$ cat src/rtl/uart_tx_fifo.sv
// ============================================================================
//  Module   : uart_tx_fifo
//  Brief    : Valid/ready byte sink with a small FIFO feeding an 8N1 UART
//             transmitter (start, 8 data bits LSB-first, stop).
//  Revision : 1.0 - initial release
// ============================================================================
`default_nettype none

module uart_tx_fifo #(
   parameter int CLKS_PER_BIT = 87,
   parameter int FIFO_DEPTH   = 4
) (
   input  logic                                 clk,
   input  logic                                 rst_n,
   input  logic [7:0]                           s_data,
   input  logic                                 s_valid,
   output logic                                 s_ready,
   output logic                                 tx,
   output logic                                 busy,
   output logic [$clog2(FIFO_DEPTH+1)-1:0]      fifo_count
);

   localparam int c_ptr_w  = $clog2(FIFO_DEPTH);
   localparam int c_cnt_w  = $clog2(FIFO_DEPTH + 1);
   localparam int c_baud_w = $clog2(CLKS_PER_BIT);

   typedef enum logic [1:0] {
      S_IDLE  = 2'd0,
      S_START = 2'd1,
      S_DATA  = 2'd2,
      S_STOP  = 2'd3
   } state_t;

   logic [7:0]          r_mem [FIFO_DEPTH];
   logic [c_ptr_w-1:0]  r_wr_ptr;
   logic [c_ptr_w-1:0]  r_rd_ptr;
   logic [c_cnt_w-1:0]  r_count;
   logic                r_s_ready;
   state_t              r_state;
   logic [c_baud_w-1:0] r_baud;
   logic [2:0]          r_bit;
   logic [7:0]          r_shift;
   logic                r_tx;
   logic                r_busy;

   state_t              w_state_n;
   logic [c_baud_w-1:0] w_baud_n;
   logic [2:0]          w_bit_n;
   logic [7:0]          w_shift_n;
   logic                w_pop;
   logic                w_push;
   logic                w_baud_last;
   logic                w_not_empty;
   logic [c_cnt_w-1:0]  w_count_n;
   logic                w_tx_n;

   assign w_push      = s_valid & r_s_ready;
   assign w_not_empty = (r_count != '0);
   assign w_baud_last = (r_baud == c_baud_w'(CLKS_PER_BIT - 1));
   assign w_count_n   = r_count + c_cnt_w'(w_push) - c_cnt_w'(w_pop);

   always_comb begin
      w_state_n = r_state;
      w_baud_n  = r_baud + c_baud_w'(1);
      w_bit_n   = r_bit;
      w_shift_n = r_shift;
      w_pop     = 1'b0;
      case (r_state)
         S_IDLE: begin
            w_baud_n = '0;
            if (w_not_empty) begin
               w_pop     = 1'b1;
               w_shift_n = r_mem[r_rd_ptr];
               w_state_n = S_START;
            end
         end
         S_START: begin
            if (w_baud_last) begin
               w_baud_n  = '0;
               w_bit_n   = 3'd0;
               w_state_n = S_DATA;
            end
         end
         S_DATA: begin
            if (w_baud_last) begin
               w_baud_n  = '0;
               w_shift_n = {1'b0, r_shift[7:1]};
               if (r_bit == 3'd7) w_state_n = S_STOP;
               else               w_bit_n   = r_bit + 3'd1;
            end
         end
         S_STOP: begin
            // Chain straight into the next start bit so frames stay contiguous.
            if (w_baud_last) begin
               w_baud_n = '0;
               if (w_not_empty) begin
                  w_pop     = 1'b1;
                  w_shift_n = r_mem[r_rd_ptr];
                  w_state_n = S_START;
               end else begin
                  w_state_n = S_IDLE;
               end
            end
         end
         default: w_state_n = S_IDLE;
      endcase

      // tx is registered from the next state so the line moves on the same edge as the FSM.
      case (w_state_n)
         S_START: w_tx_n = 1'b0;
         S_DATA:  w_tx_n = w_shift_n[0];
         default: w_tx_n = 1'b1;
      endcase
   end

   always_ff @(posedge clk) begin
      if (w_push) r_mem[r_wr_ptr] <= s_data;
   end

   always_ff @(posedge clk or negedge rst_n) begin
      if (!rst_n) begin
         r_wr_ptr  <= '0;
         r_rd_ptr  <= '0;
         r_count   <= '0;
         r_s_ready <= 1'b1;
         r_state   <= S_IDLE;
         r_baud    <= '0;
         r_bit     <= 3'd0;
         r_shift   <= 8'd0;
         r_tx      <= 1'b1;
         r_busy    <= 1'b0;
      end else begin
         if (w_push) r_wr_ptr <= r_wr_ptr + c_ptr_w'(1);
         if (w_pop)  r_rd_ptr <= r_rd_ptr + c_ptr_w'(1);
         r_count   <= w_count_n;
         r_s_ready <= (w_count_n != c_cnt_w'(FIFO_DEPTH));
         r_state   <= w_state_n;
         r_baud    <= w_baud_n;
         r_bit     <= w_bit_n;
         r_shift   <= w_shift_n;
         r_tx      <= w_tx_n;
         r_busy    <= (w_state_n != S_IDLE);
      end
   end

   assign s_ready    = r_s_ready;
   assign tx         = r_tx;
   assign busy       = r_busy;
   assign fifo_count = r_count;

endmodule

`default_nettype wire

$ cat config.mk
export PLATFORM = sky130hd
export DESIGN_NAME = uart_tx_fifo
export DESIGN_NICKNAME = d
export VERILOG_FILES = /design/src/rtl/uart_tx_fifo.sv
export SDC_FILE = /design/constraint.sdc
export NUM_CORES = 1
export LEC_CHECK = 0
export CAP_MARGIN = 20
export CORE_MARGIN = 3
export CORE_UTILIZATION = 55
export CTS_CLUSTER_SIZE = 28
export DETAILED_ROUTE_END_ITERATION = 8
export PLACE_DENSITY_LB_ADDON = 0.3
export SLEW_MARGIN = 5
export SYNTH_ARGS = -nofsm -noshare
export SYNTH_HDL_FRONTEND = slang
export SYNTH_SLANG_ARGS = --single-unit
$ cat constraint.sdc
create_clock -name clk -period 5.85 [get_ports clk]
set_input_delay 1.17 -clock clk [delete_from_list [all_inputs] [get_ports clk]]
set_output_delay 1.17 -clock clk [all_outputs]
set_load 0.01 [all_outputs]
==> results_dict.tcl <==
set metrics [dict create \
    drive_gt1_share_pct 18.9 \
    synth_area_sq_um 2950 \
    synthCells 210 \
    cts_max_level 3 \
    clkTransAtPathRegs_ns 0.07 \
    tns_ns 0 \
    final_cell_count_no_fill 308 \
    worstPathCellList "clkdlybuf4s50_1, nand2_1, ha_1, inv_1, ha_1, fa_1, xnor2_1, xnor2_1, nand2_1" \
    final.period_utilization_pct 48.1 \
    regArea_sq_um 1710 \
    slew_viol_final 0 \
    max_clock_freq_ghz 0.356 \
    multi_input_area_sq_um 1120 \
    hpwl_um 3260 \
    p_leak_nw 1.37 \
    use_met2_pct 26.6 \
    clk_latency_ns 0.34 \
    viasPerCell 5.51 \
    async_reset_ff_share_pct 48.4 \
    io_buffer_count 16 \
    route.detailed.drc 0 \
    dp_cells 292 \
    wire_per_inst_um 15.4 \
    firstDrtPassIters 4 \
    gr-total-overflow 0 \
    dieArea_sq_um 6270 \
    grt_start_max_net_pins 31 \
    die_h_um 79.2 \
    drtAntennaViolNets 0 \
    cts_buffers 9 \
    synth-seq-cells 62 \
    gp_congestion 0.770 \
    finalSetupViolCount 0 \
    grt_pass1_wl_um 8480 \
    cts_tree "built" \
    fin_util_pct 65.3 \
    ys_types 50 \
    cts_root_buf "clkbuf_8" \
    final_area_sq_um 3360 \
    row_count 26 \
    place_area_sq_um 3180 \
    worstSetupEndpointType "flip-flop" \
    worstSetupPathType "primary input to flip-flop" \
    clock_path_buffers 2 \
    synth_enable_flop_cells 32 \
    cts_sinks 62 \
    slowest_stage "clkdlybuf4s50_1" \
    grt.busiest_layer "met2" \
    maxCapViolations 0 \
    drtIter0Drc 129 \
    track_usage_pct 18.1 \
    antennaDiodeCount 0 \
    grt_util_met3_pct 4.20 \
    worstPathArrival_ns 3.09 \
    use_met1_pct 24.4 \
    layout_commonest_cell "edfxtp_1" \
    final_hold_viol_count 0 \
    tightest_slew_ns 0.578 \
    initial_utilization_pct 57.3 \
    cts_resized 0 \
    ioPinCount 17 \
    slew_headroom_pct 61.5 \
    status "finished, final reports clean" \
    power_density_nw_per_um2 319 \
    post-route-min-period_ns 2.81 \
    fp.coreArea_sq_um 5140 \
    syn_area_per_cell_sq_um 14.0 \
    post_cts_buffers 0 \
    cpPeakStageDelay_ns 0.51 \
    grt_pass1_vias 1744 \
    irDropWorstVdd_mv 0.290 \
    finalNetCount 260 \
    grt_antenna_before_repair 0 \
    rsz0062_at_grt "false" \
    fillCellCount 402 \
    ys_warn_count 0 \
    synth_nets 237 \
    final_cell_mix "edfxtp_1 (32), dfrtp_1 (28), inv_1 (22)" \
    synthToLayoutAreaGrowth_pct 13.9 \
    die_w_um 79.2 \
    min_path_type "flip-flop to flip-flop" \
    synth_seq_area_share_pct 58.2 \
    worst_ep_required_time_ns 6.12 \
    num_vias 1697 \
    fin_worst_skew_ns 0.00633 \
    worstPathMaxFanout 5 \
    dp_slack_ns 2.65 \
    cts_hold_buf 0 \
    synth_flop_cell "edfxtp_1" \
    routed_wl_um 4760 \
    fin_ws_ns 3.04 \
    crit_path_start_kind "primary input" \
]
[power breakdown]
group          leakage (nW)  total [mW]  internal, mW  switching, mW
Combinational         0.634       0.169        0.0805         0.0883
Clock                0.0842       0.338         0.158          0.180
Sequential            0.650       0.562         0.528         0.0343
[cells in the mapped netlist (2+ instances only)]
cell type	number	area [sq um]
dfstp_2	2	52.6
nand3_1	4	20.0
a22o_1	5	43.8
o21ai_1	2	10.0
a21o_1	2	15.0
mux4_2	8	180
inv_1	22	82.6
clkbuf_1	4	15.0
o221ai_1	6	52.6
ha_1	15	188
nor2_1	6	22.5
nand2_1	12	45.0
o21ai_0	3	15.0
a21oi_1	2	10.0
a21boi_0	2	15.0
xor2_1	3	26.3
nor3_1	9	45.0
and3_1	5	31.3
o31a_1	2	17.5
xnor2_1	7	61.3
edfxtp_1	32	961
dfrtp_1	28	701
nand2b_1	2	12.5
[path summary, 6_finish.rpt]
kind | end | from | depth (start not counted) | slack, ns
min | r_shift[5]$_DFFE_PN0P_ | r_shift[5]$_DFFE_PN0P_ | 2 | 0.49
max | s_ready$_DFF_PN1_ | s_valid | 9 | 3.04
max in group asynchronous | tx$_DFF_PN1_ | rst_n | 2 | 4.31
max reg2reg | s_ready$_DFF_PN1_ | r_baud[0]$_DFF_PN0_ | 12 | 3.23
min reg2reg | r_shift[5]$_DFFE_PN0P_ | r_shift[5]$_DFFE_PN0P_ | 2 | 0.49
min in group asynchronous | r_baud[4]$_DFF_PN0_ | rst_n | 2 | 1.22
[worst max-delay path, delay by kind of cell]
family | cells | cell delay, ns
xor gates and xnor gates | 2 | 0.33
and+or+nand+nor | 2 | 0.20
buffers and inverters | 2 | 0.55
adders and majority gates | 3 | 0.84
[layout make-up]
class | instances | area share, %
Clock buffer | 9 | 3.69
Clock inverter | 7 | 1.68
Inverter | 22 | 2.46
Multi-Input combinational cell | 121 | 33.5
Sequential cell | 62 | 51.1
Tap cell | 70 | 2.61
Timing Repair Buffer | 17 | 5.00
[metal layers]
metal / wire length (um) / part of all wire, % / vias to the layer above
met3: 154 / 3.2 / 13
met5: 0 / 0 / -
met1: 2260 / 48 / 832
met4: 142 / 3.0 / 0
li1: - / - / 822
met2: 2200 / 46 / 30
[sequential cells by signal, summed over array words and instances, names as in the netlist]
signal / cells
r_state: 2
r_baud: 7
r_mem: 32
r_bit: 3
s_ready: 1
tx: 1
r_rd_ptr: 2
busy: 1
fifo_count: 3
r_wr_ptr: 2
r_shift: 8
[kinds of logic (layout without fill, tap and decap cells)]
| family | Yosys count | count (layout) | share of synthesized area (%) |
|---|---|---|---|
| AOI/OAI and AO/OA | 34 | 34 | 10.4 |
| xor gates and xnor gates | 10 | 10 | 2.97 |
| adders and majority gates | 16 | 16 | 7.05 |
| buffers and inverters | 27 | 55 | 3.69 |
| DFF | 62 | 62 | 58.2 |
| muxes | 9 | 9 | 6.50 |
| and+or+nand+nor | 52 | 52 | 11.3 |
[per-stage QoR]
step | power [mW] | hold WS, ns
after floorplan | 0.672 | 0.449
after global placement | 0.740 | 0.467
after detailed placement | 0.746 | 0.469
after CTS | 1.08 | 0.485
after global routing | 1.13 | 0.522
final | 1.07 | 0.488
No activity file was read; power rests on OpenSTA's default activity.
